`config.mk`:
```
export PLATFORM = sky130hd
export DESIGN_NAME = dig_countdown_flat
export DESIGN_NICKNAME = d
export VERILOG_FILES = /design/src/rtl/dig_clk_pkg.sv /design/src/rtl/dig_countdown_if.sv /design/src/rtl/dig_countdown_tick_prescaler.sv /design/src/rtl/dig_countdown.sv /design/src/flat_wrapper.sv
export SDC_FILE = /design/constraint.sdc
export NUM_CORES = 1
export LEC_CHECK = 0
export CAP_MARGIN = 0
export CORE_UTILIZATION = 51
export DETAILED_ROUTE_END_ITERATION = 8
export PLACE_DENSITY = 0.81
export SETUP_SLACK_MARGIN = 0.4
export SLEW_MARGIN = 20
export SYNTH_ARGS = -nofsm -noshare
export SYNTH_HDL_FRONTEND = slang
export SYNTH_SLANG_ARGS = --single-unit
```
`constraint.sdc`:
```
create_clock -name clk -period 3.9 [get_ports clk]
set_input_delay 0.78 -clock clk [delete_from_list [all_inputs] [get_ports clk]]
set_output_delay 0.78 -clock clk [all_outputs]
set_load 0.03 [all_outputs]
```
`src/rtl/dig_clk_pkg.sv`:
```
// Shared definitions for the dig_clk / dig_countdown family: time field
// widths and limits, the countdown state encoding and hh:mm:ss helpers.
package dig_clk_pkg;

  localparam int SEC_W   = 7;
  localparam int MIN_W   = 7;
  localparam int HR_W    = 5;

  localparam int SEC_MAX = 59;
  localparam int MIN_MAX = 59;
  localparam int HR_MAX  = 23;

  typedef enum logic [1:0] {IDLE, RUN, PAUSE, DONE} state_t;

  typedef struct packed {
    logic [HR_W-1:0]  hr;
    logic [MIN_W-1:0] min;
    logic [SEC_W-1:0] sec;
  } hms_t;

  // True when every field is inside its clock range.
  function automatic logic hms_valid(hms_t t);
    return (t.sec <= SEC_W'(SEC_MAX)) &&
           (t.min <= MIN_W'(MIN_MAX)) &&
           (t.hr  <= HR_W'(HR_MAX));
  endfunction

endpackage

```
`src/rtl/dig_countdown_if.sv`:
```
// Control/status bundle of the dig_countdown timer.
// master: the controller driving load/start/pause; slave: the timer.
interface dig_countdown_if;
  import dig_clk_pkg::*;

  logic             load;
  logic [SEC_W-1:0] ld_sec;
  logic [MIN_W-1:0] ld_min;
  logic [HR_W-1:0]  ld_hr;
  logic             start;
  logic             pause;
  logic [SEC_W-1:0] sec;
  logic [MIN_W-1:0] min;
  logic [HR_W-1:0]  hr;
  logic             busy;
  logic             done;
  logic             expired;
  logic             load_err;

  modport master (
    output load, ld_sec, ld_min, ld_hr, start, pause,
    input  sec, min, hr, busy, done, expired, load_err
  );

  modport slave (
    input  load, ld_sec, ld_min, ld_hr, start, pause,
    output sec, min, hr, busy, done, expired, load_err
  );

endinterface

```
`src/rtl/dig_countdown_tick_prescaler.sv`:
```
// tick_prescaler: divides clk down to one tick every TICKS_PER_SEC enabled
// cycles. The count advances only while en is high; clr restarts it at 0.
module tick_prescaler #(
  parameter int TICKS_PER_SEC = 1
) (
  input  logic clk,
  input  logic rst,
  input  logic en,
  input  logic clr,
  output logic tick
);

  localparam int CNT_W = (TICKS_PER_SEC > 1) ? $clog2(TICKS_PER_SEC) : 1;
  localparam logic [CNT_W-1:0] LAST = CNT_W'(TICKS_PER_SEC - 1);

  logic [CNT_W-1:0] cnt;

  assign tick = en && (cnt == LAST);

  // Cycle counter: clear has priority, wraps to 0 on the tick cycle.
  always_ff @(posedge clk or negedge rst) begin
    if (!rst) begin
      cnt <= '0;
    end else if (clr) begin
      cnt <= '0;
    end else if (en) begin
      cnt <= (cnt == LAST) ? '0 : cnt + CNT_W'(1);
    end
  end

endmodule

```
`src/rtl/dig_countdown.sv`:
```
// dig_countdown: hh:mm:ss countdown timer, down-counting sibling of dig_clk.
// Optional build macro DIG_COUNTDOWN_AUTO_RELOAD_EN: on expiry reload the
// last accepted load value and keep running (periodic timer).
module dig_countdown
  import dig_clk_pkg::*;
#(
  parameter int TICKS_PER_SEC = 1
) (
  input  logic           clk,
  input  logic           rst,
  dig_countdown_if.slave bus
);

  state_t state;
  hms_t   cur;
  hms_t   ld_val;
  hms_t   dec_val;
  logic   ld_ok;
  logic   cur_zero;
  logic   final_pend;
  logic   tick;
  logic   pre_en;
  logic   pre_clr;
  logic   busy;
  logic   done;
  logic   expired;
  logic   load_err;
`ifdef DIG_COUNTDOWN_AUTO_RELOAD_EN
  hms_t   saved;
`endif

  // Borrow-chain decrement; 00:00:00 stays at zero.
  function automatic hms_t hms_dec(hms_t t);
    hms_t r;
    r = t;
    if (t.sec != '0) begin
      r.sec = t.sec - SEC_W'(1);
    end else if (t.min != '0) begin
      r.min = t.min - MIN_W'(1);
      r.sec = SEC_W'(SEC_MAX);
    end else if (t.hr != '0) begin
      r.hr  = t.hr - HR_W'(1);
      r.min = MIN_W'(MIN_MAX);
      r.sec = SEC_W'(SEC_MAX);
    end
    return r;
  endfunction

  assign ld_val     = {bus.ld_hr, bus.ld_min, bus.ld_sec};
  assign ld_ok      = bus.load && hms_valid(ld_val);
  assign cur_zero   = (cur == '0);
  assign final_pend = (cur.hr == '0) && (cur.min == '0) && (cur.sec == SEC_W'(1));
  assign dec_val    = hms_dec(cur);

  // A pause cycle does not advance the prescaler, so no second is lost;
  // the exception is the last second, where an expiring tick beats pause.
  assign pre_en  = (state == RUN) && !bus.load && (!bus.pause || final_pend);
  assign pre_clr = ld_ok || ((state == IDLE) && !bus.load && bus.start);

  tick_prescaler #(
    .TICKS_PER_SEC (TICKS_PER_SEC)
  ) u_prescaler (
    .clk  (clk),
    .rst  (rst),
    .en   (pre_en),
    .clr  (pre_clr),
    .tick (tick)
  );

  // Timer FSM with registered time and status outputs (load > start > pause).
  always_ff @(posedge clk or negedge rst) begin
    if (!rst) begin
      state    <= IDLE;
      cur      <= '0;
      busy     <= 1'b0;
      done     <= 1'b0;
      expired  <= 1'b0;
      load_err <= 1'b0;
`ifdef DIG_COUNTDOWN_AUTO_RELOAD_EN
      saved    <= '0;
`endif
    end else begin
      done     <= 1'b0;
      load_err <= 1'b0;
      if (bus.load) begin
        if (ld_ok) begin
          cur     <= ld_val;
          state   <= IDLE;
          busy    <= 1'b0;
          expired <= 1'b0;
`ifdef DIG_COUNTDOWN_AUTO_RELOAD_EN
          saved   <= ld_val;
`endif
        end else begin
          load_err <= 1'b1;
        end
      end else begin
        unique case (state)
          IDLE: begin
            if (bus.start) begin
              if (cur_zero) begin
                state   <= DONE;
                done    <= 1'b1;
                expired <= 1'b1;
              end else begin
                state <= RUN;
                busy  <= 1'b1;
              end
            end
          end
          RUN: begin
            if (tick) begin
              if (dec_val == '0) begin
                done <= 1'b1;
`ifdef DIG_COUNTDOWN_AUTO_RELOAD_EN
                if (saved != '0) begin
                  cur <= saved;
                end else begin
                  cur     <= '0;
                  state   <= DONE;
                  busy    <= 1'b0;
                  expired <= 1'b1;
                end
`else
                cur     <= '0;
                state   <= DONE;
                busy    <= 1'b0;
                expired <= 1'b1;
`endif
              end else begin
                cur <= dec_val;
              end
            end else if (bus.pause) begin
              state <= PAUSE;
            end
          end
          PAUSE: begin
            if (bus.start) begin
              state <= RUN;
            end
          end
          DONE: begin
          end
          default: begin
            state <= IDLE;
          end
        endcase
      end
    end
  end

  assign bus.sec      = cur.sec;
  assign bus.min      = cur.min;
  assign bus.hr       = cur.hr;
  assign bus.busy     = busy;
  assign bus.done     = done;
  assign bus.expired  = expired;
  assign bus.load_err = load_err;

endmodule

```
`src/flat_wrapper.sv`:
```
// flat-port wrapper written by rule: the top's interface ports become plain ports
module dig_countdown_flat import dig_clk_pkg::*;
#(
  parameter int TICKS_PER_SEC = 1
)
  (clk, rst, bus_load, bus_ld_sec, bus_ld_min, bus_ld_hr, bus_start, bus_pause, bus_sec, bus_min, bus_hr, bus_busy, bus_done, bus_expired, bus_load_err);
  dig_countdown_if bus_i ();
  input  logic clk;
  input  logic rst;
  input wire logic [$bits(bus_i.load)-1:0] bus_load;
  input wire logic [$bits(bus_i.ld_sec)-1:0] bus_ld_sec;
  input wire logic [$bits(bus_i.ld_min)-1:0] bus_ld_min;
  input wire logic [$bits(bus_i.ld_hr)-1:0] bus_ld_hr;
  input wire logic [$bits(bus_i.start)-1:0] bus_start;
  input wire logic [$bits(bus_i.pause)-1:0] bus_pause;
  output wire logic [$bits(bus_i.sec)-1:0] bus_sec;
  output wire logic [$bits(bus_i.min)-1:0] bus_min;
  output wire logic [$bits(bus_i.hr)-1:0] bus_hr;
  output wire logic [$bits(bus_i.busy)-1:0] bus_busy;
  output wire logic [$bits(bus_i.done)-1:0] bus_done;
  output wire logic [$bits(bus_i.expired)-1:0] bus_expired;
  output wire logic [$bits(bus_i.load_err)-1:0] bus_load_err;
  assign bus_i.load = bus_load;
  assign bus_i.ld_sec = bus_ld_sec;
  assign bus_i.ld_min = bus_ld_min;
  assign bus_i.ld_hr = bus_ld_hr;
  assign bus_i.start = bus_start;
  assign bus_i.pause = bus_pause;
  assign bus_sec = bus_i.sec;
  assign bus_min = bus_i.min;
  assign bus_hr = bus_i.hr;
  assign bus_busy = bus_i.busy;
  assign bus_done = bus_i.done;
  assign bus_expired = bus_i.expired;
  assign bus_load_err = bus_i.load_err;
  dig_countdown #(.TICKS_PER_SEC(TICKS_PER_SEC)) u_core (.clk(clk), .rst(rst), .bus(bus_i));
endmodule
```
* Word-level counts from Yosys, hierarchy flattened *
Index checks and enable logic that the tools add are counted.

storage, ports and cells
  register bits after elaboration = 26
  input port bits = 24
  output and inout port bits = 23
  logic and storage cells = 103

operators by class
  add/subtract/negate cells = 4
  $lt $le $gt $ge = 3
  eq/ne operators = 12
  muxes and demuxes = 43
  bitwise gates (word level) = 1
  reductions and logical operators = 31

operators with widths
  kind                   number
  $mux W19               6
  $logic_not A19 Y1      2
  $mux W1                21
  $reduce_and A6 Y1      3
  $mux W2                8
  $le A7 B6 Y1 const B   2
  $mux W14               1
  $reduce_bool A7 Y1     2
  $sub A7 B1 Y7 const B  2
  $mux W12               1
  $ne A3 B3 Y1 const B   4
  $logic_and A1 B1 Y1    10
  $eq A7 B1 Y1 const B   1
  $logic_not A7 Y1       1
  $mux W7                1
  $ne A3 B2 Y1 const B   2
  $pmux W1 S2            3
  $pmux W2 S3            1
  $reduce_bool A2 Y1     3
  $le A5 B5 Y1 const B   1
  $logic_not A5 Y1       1
  $mux W5                1
  $reduce_bool A5 Y1     1
  $sub A5 B1 Y5 const B  1
  13 further kinds       15

* Longest topological paths before layout *
Gate-level depths: netlist of run 1.

  depth after elaboration = 9
  depth in mapped cells = 11
  depth with buffers taken out = 9

* Hierarchy *
A second synthesis of run 1 with hierarchy kept.

second synthesis, totals
  cell total of the unflattened synthesis = 272
  area, all modules = 2205.9 sq um

modules (own cells, without submodules)
  module          times used  cells each  area an instance (sq um)  seq. area each (sq um)
  dig_countdown   1           271         2198.4                    625.6
  tick_prescaler  1           1           7.5                       0.0

* Least setup slack after synthesis of run 1 *
OpenSTA, ideal clock, no wires.

  path kind = register to register
  start point = register u_core.cur (netlist bit u_core.bus.sec[2])
  end point = register u_core.busy, in the netlist u_core.bus.busy
  library setup time = 120 ps
  arrival = 2894 ps
  data required time = 3780 ps
  path slack = 886 ps
  cell stages (with the launch flop) = 9
  clock period less this slack = 3014 ps
  cells stage by stage = dfrtp_1 > or4_1 > buf_2 > nor3_1 > mux2_2 > or4b_4 > nor4_4 > a31oi_1 > a31o_1

on the way
  cells in the longest elaborated chain, start to end = 7
  elaborated cells between the ends (all ways) = 17

ends and longest elaborated chain
  element                                                                line                  RTL
  from (decl)                                                            dig_countdown.sv:15   hms_t cur;
  from (signal assigned)                                                 dig_countdown.sv:87   cur <= ld_val;
  from (signal assigned)                                                 dig_countdown.sv:131  cur <= dec_val;
  parallel branches: the longest is 6 deep, another holds $sub A7 B1 Y7  -
  $reduce_and A6 Y1 (no line) *                                          -
  to (signal assigned)                                                   dig_countdown.sv:75   busy <= 1'b0;
  to (signal assigned)                                                   dig_countdown.sv:89   busy <= 1'b0;
  to (signal assigned)                                                   dig_countdown.sv:107  busy <= 1'b1;
  to (decl)                                                              dig_countdown.sv:24   logic busy;

Mark *: on every way between the ends.
A chain may end at the register's enable or synchronous reset.

* Worst setup path in the final report of run 1 *
  start point = register u_core.cur (netlist bit u_core.bus.min[0])
  end point = register u_core.busy, in the netlist u_core.bus.busy

on the way
  cells in the longest elaborated chain, start to end = 8
  elaborated cells between the ends (all ways) = 19

ends and longest elaborated chain
  element
  parallel branches: the longest is 7 deep, another holds $sub A7 B1 Y7
  $reduce_and A6 Y1 (no line) *

Marks and branches as above.

==> impl_metrics.toml, run 1 <==
[place]
placed_cells = 350
dp_hpwl_mm = 4.56
port_buffers = 46
place_congestion = 0.962
pre_cts_slack_ps = 600

[clock_tree]
cts.clk_slew.worst_paths_ps = 80
cts_buffer_depth = 2
numClockSinks = 25
post_cts_resized = 0
post_cts_buffers = 0
root_buffer = "clkbuf_8"
cts_buffers = 3
worst_skew_pair.late_latency_ps = 270
htree_num_levels = 1
postCtsHoldBufs = 0
tritoncts = "built"

[yosys]
synthesis.area_um2 = 2130
async_reset_ff_share_pct = 100
synth_most_common_cell = "nor2_1"
synth.avg_cell_area_um2 = 8.07
synth_edf_count = 0
synth_fp_nets = 297
yosysTopAreaCell = "dfrtp_1"
ys_seq_elements = 25
synth_top_area_share_pct = 29.4
ys_warn_count = 0
syn_inst = 264
ys.flop_type = "dfrtp_1"
synth-seq-area-share_pct = 29.4
synth_commonest_cells = "nor2_1, dfrtp_1, a21oi_1, nand2_1, o21ai_0"
yosys-top-cells-area = "dfrtp_1, ha_1, a21oi_1"
synth.distinct_cells = 54

[floorplan]
die_y_um = 66.6
die_area_um2 = 4440
coreArea_um2 = 4000
start_util_pct = 53.3
num_rows = 23
pin_count = 47
die_w_um = 66.6

[route]
drt_iter0_drc = 188
viasPerCell = 6.43
wl_per_cell_um = 17.0
dr_total_vias = 2276
drt-total-wl_mm = 6.02
drt_drc_violations_left = 0
antenna_left = 0
drtPass1Iterations = 6

[timing]
worst_pin_slew_ps = 665
max-slew-margin-rel_pct = 55.3
finalCriticalPeriod_ps = 3270
final_hold_viol_count = 0
fmaxAchievable_ghz = 0.306
rsz0062_at_grt = "false"
setup_slack_ps = 629
fin_skew_ps = 5.63
finalSetupTns_ps = 0
slew_violations = 0
fin_crit_sh_pct = 83.9
finalSetupViolCount = 0

[finish]
instances_no_fill = 354
area_growth_pct = 25.4
nets = 338
ff_latch_area_um2 = 626
fillers = 356
insertedDiodeCount = 0
drive_above_1_share_pct = 6.91
multi_input_area_um2 = 1390
final_util_pct = 66.8

[critical_path]
crit_family = "simple AND/OR/NAND/NOR gates"
endpoint_kind = "flip-flop"
r2r_cells = 9
r2r_setup_slack_ps = 630
critPathLaunchType = "flip-flop"
crit_path_cell_trace = "inv_1, ha_1, nor4b_4, and3_1, a22oi_1, or4b_4, nor4_4, a31oi_1, a31o_1"
crit_arrival_ps = 3440
worstSetupPathType = "flip-flop to flip-flop"
crit_buf_inv = 1
reg2reg_from = "u_core.bus.min[0]"
slowest_stage = "or4b_4"
regToRegEndpoint = "u_core.bus.busy"
critical_path.max_stage_delay_ps = 560
cp.required_ps = 4070
crit_fanout = 10

[global_route]
grt_pass1_wl_mm = 9.78
grt_max_degree = 26
gr-usage-all-layers_pct = 28.9
grt_overflow = 0
grt_pass1_vias = 2088
antenna_found_initial = 0

[min_path]
whs_path_depth = 2
worstHoldPathType = "flip-flop to flip-flop"
min_from = "u_core.bus.expired"
hold_end = "u_core.bus.expired"

[power_and_ir_drop]
peakVddDrop_mv = 0.412
finalPower_w = 0.00168
power_density_nw_per_um2 = 627
leakagePower_nw = 1.01

[outcome]
status = "complete, no violations"

[flow_run]
max_cap_violations = 0
## routing by layer
metal | part of all wire, % | track usage (%)
met5 | 0 | 0
met3 | 7.2 | 3.25
met4 | 2.4 | 11.4
met1 | 43 | 37.2
met2 | 48 | 48.9
## cell type report
cell class	count	area share [%]
multi-input cells	209	51.8
flip-flops and latches	25	23.4
repair buffers	51	18.6
well taps	50	2.34
inverters	15	2.11
clock buffers	4	1.69
## worst reg2reg max path, stage by stage, from the launching register on
cell     delay (ps)
dfrtp_1         440
inv_1           130
ha_1            220
nor4b_4         500
and3_1          430
a22oi_1         140
or4b_4          560
nor4_4          380
a31oi_1         160
a31o_1          210
## kinds of logic after synthesis
group / after synthesis / share of synthesized area, %
buffers and inverters: 30 / 5.64
adder cells (fa/ha/maj): 9 / 5.28
multiplexers: 14 / 6.81
AND/OR/NAND/NOR: 102 / 27.5
AO/OA/AOI/OAI: 84 / 25.4
flip-flops: 25 / 29.4
## flip-flops by register name (all words and copies together), names as in the netlist
name / flops
u_core.bus.expired: 1
u_core.bus.min: 7
u_core.bus.load_err: 1
u_core.state: 2
u_core.bus.done: 1
u_core.bus.hr: 5
u_core.bus.busy: 1
u_core.bus.sec: 7
## metrics by stage
stage / instance area [um2] / hold slack, ps
after detailed placement: 2630 / 591
after global routing: 2670 / 641
after floorplan: 2130 / 484
after global placement: 2630 / 537
after CTS: 2670 / 611
final: 2670 / 590
## worst max path at each step
stage / start / endpoint / slack, ps / cells past startpoint
2_1_floorplan: u_core.bus.sec[2] / u_core.bus.busy / 890 / 8
3_3_place_gp: bus_ld_hr[4] / u_core.bus.min[6] / 630 / 8
3_5_place_dp: bus_ld_hr[4] / u_core.bus.min[6] / 600 / 8
4_1_cts: u_core.bus.min[0] / u_core.bus.min[6] / 680 / 9
5_1_grt: u_core.bus.min[0] / u_core.bus.sec[0] / 450 / 9
6_report: u_core.bus.min[0] / u_core.bus.busy / 630 / 9
## power breakdown
part	internal (W)	total, W	switching, W
combinational	0.000415	0.000996	0.000581
clock	0.0000732	0.000157	0.0000839
sequential	0.000352	0.000523	0.000171
total	0.000841	0.00168	0.000835
## cells in the final DEF (no fill, tap or decap), drive strengths merged, types with 2 or more instances in the layout
cell	Yosys	final
nand4	7	7
o31ai	3	3
ha	9	9
mux2	4	4
a211oi	5	5
a211o	3	3
dfrtp	25	25
nand2	18	18
nor4b	3	3
inv	15	15
a31oi	9	9
nor4	6	6
or4	2	2
clkdlybuf4s50	0	46
o22ai	2	2
nand3	11	11
a31o	4	4
nand2b	4	4
nor2	26	26
clkbuf	9	4
buf	6	5
o22a	2	2
o21ai	17	17
o211ai	3	3
a22oi	4	4
mux2i	10	10
nor3b	2	2
nor3	12	12
a21oi	22	22
or3	4	4
and3	2	2
Power figures use the tool's default switching activity.
==> run 2, diff against run 1 <==
==> constraint.sdc (replaced) <==
create_clock -name clk -period 3.2 [get_ports clk]
set_input_delay 0.64 -clock clk [delete_from_list [all_inputs] [get_ports clk]]
set_output_delay 0.64 -clock clk [all_outputs]
set_load 0.03 [all_outputs]
==> run 2 against run 1 <==
  * Sequential power grew 15%
  * Die area unchanged
  * Register-to-register slack worse by 200 ps
  * Critical path type unchanged
  * Sequential share of layout area down 2.0 points
  * Combinational power up 50%
  * Critical endpoint is now u_core.bus.sec[0]
  * Largest power group unchanged
==> impl_metrics.toml, run 2 (same netlist as run 1, synthesis figures left out) <==
[clock_tree]
cts_buffers = 3
numClockSinks = 25
cts.clk_slew.worst_paths_ps = 100
htree_num_levels = 1
root_buffer = "clkbuf_8"
tritoncts = "built"
postCtsHoldBufs = 0
cts_buffer_depth = 2
worst_skew_pair.late_latency_ps = 280

[place]
port_buffers = 46
placed_cells = 365
place_congestion = 0.959
dp_hpwl_mm = 4.80
placed_cell_area_um2 = 2760
pre_cts_slack_ps = 162

[power_and_ir_drop]
peakVddDrop_mv = 0.549
leakagePower_nw = 1.14
power_density_nw_per_um2 = 773

[floorplan]
die_area_um2 = 4440
start_util_pct = 53.3
num_rows = 23
die_y_um = 66.6
coreArea_um2 = 4000
pin_count = 47
die_w_um = 66.6

[min_path]
worstHoldPathType = "flip-flop to flip-flop"
whs_path_depth = 2
min_from = "u_core.bus.expired"

[route]
drtPass1Iterations = 4
dr_total_vias = 2416
drt_drc_violations_left = 0
drt-total-wl_mm = 6.76
antenna_left = 0
wl_per_cell_um = 17.7
viasPerCell = 6.34
drt_iter0_drc = 195

[critical_path]
worstSetupPathType = "flip-flop to flip-flop"
slowest_stage = "or4_4"
reg2reg_from = "u_core.bus.sec[2]"
cp_num_cells = 8
crit_family = "simple AND/OR/NAND/NOR gates"
endpoint_kind = "flip-flop"
critPathLaunchType = "flip-flop"
crit_arrival_ps = 2920
crit_start = "u_core.bus.sec[2]"
crit_buf_inv = 1
crit_fanout = 8
cp.required_ps = 3360
critical_path.max_stage_delay_ps = 570
r2r_cells = 8
crit_path_cell_trace = "or4_4, nor3_4, mux2_4, or4b_4, nor4_4, buf_6, a21o_1, a31oi_1"

[timing]
fmaxAchievable_ghz = 0.361
fin_skew_ps = 6.85
finalCriticalPeriod_ps = 2770
setup_slack_ps = 433
finalSetupTns_ps = 0
max-slew-margin-rel_pct = 60.2
fin_crit_sh_pct = 86.5
final_hold_viol_count = 0
worst_pin_slew_ps = 592
slew_violations = 0
finalSetupViolCount = 0
rsz0062_at_grt = "true"

[global_route]
grt_overflow = 0
grt_pass1_wl_mm = 10.8
gr-usage-all-layers_pct = 32.6
antenna_found_initial = 0
grt_pass1_vias = 2223
grt_max_degree = 26

[finish]
instances_no_fill = 381
nets = 365
top_regs = "u_core.bus.min x7, u_core.bus.sec x7, u_core.bus.hr x5"
final_common_cell = "clkdlybuf4s50_1"
insertedDiodeCount = 0
drive_above_1_share_pct = 21.5
area_growth_pct = 39.3
final_util_pct = 74.2
final_cell_mix = "clkdlybuf4s50_1, buf_4, nor2_1"
final_cell_area_um2 = 2970

[flow_run]
max_cap_violations = 0

[outcome]
status = "complete, no violations"
-- run 2: cell types whose count changed in the layout (fill, tap and decap cells not counted), moves of 4 or more --
| cell | previous run | this run |
|---|---|---|
| dfrtp_1 | 25 | 18 |
| ha_1 | 9 | 5 |
| inv_1 | 15 | 10 |
| inv_2 | 0 | 4 |
| dfrtp_2 | 0 | 7 |
| buf_4 | 5 | 31 |
-- run 2: final timing paths --
| check | to | slack, ps |
|---|---|---|
| min in group asynchronous | u_core.bus.hr[4] | 730 |
| worst max-delay path | u_core.bus.sec[0] | 430 |
| max in group asynchronous | u_core.bus.hr[0] | 2190 |
| worst max register to register | u_core.bus.sec[0] | 430 |
| worst min-delay path | u_core.bus.expired | 560 |
| worst min register to register | u_core.bus.expired | 560 |
-- run 2: per-layer routing --
layer	wire length [um]	track usage [%]
met1	2880	43.2
met2	3200	53.2
met3	493	3.94
met4	190	12.8
met5	0	0
-- run 2: area by class of cell --
| class | instances | area [um2] |
|---|---|---|
| Timing Repair Buffer | 78 | 704 |
| Clock buffer | 4 | 45.0 |
| Tap cell | 50 | 62.6 |
| Fill cell | 311 | 1030 |
| Sequential cell | 25 | 634 |
| Inverter | 15 | 58.8 |
| Multi-Input combinational cell | 209 | 1460 |
-- run 2: per-stage QoR --
stage                     total power (W)  hold WS [ps]
after floorplan                   0.00143           344
after global placement            0.00189           543
after detailed placement          0.00192           544
after CTS                         0.00226           565
after global routing              0.00244           600
final                             0.00230           564
-- run 2: power breakdown --
| part | switching, W | internal [W] | total [W] |
|---|---|---|---|
| clock network | 0.000111 | 0.0000895 | 0.000200 |
| logic | 0.000837 | 0.000657 | 0.00149 |
| registers | 0.000165 | 0.000436 | 0.000601 |
-- run 2: what timing repair did --
action | 4_1_cts | 5_1_grt
pin swaps | 6 | 1
setup buffers | 12 | 0
gates resized for setup | 14 | 7
endpoints found under the setup margin | 9 | 9
-- run 2: worst reg2reg max path: stages (launching register included) --
cell     delay [ps]
dfrtp_2         430
or4_4           570
nor3_4          190
mux2_4          320
or4b_4          510
nor4_4          170
buf_6           170
a21o_1          180
a31oi_1         100
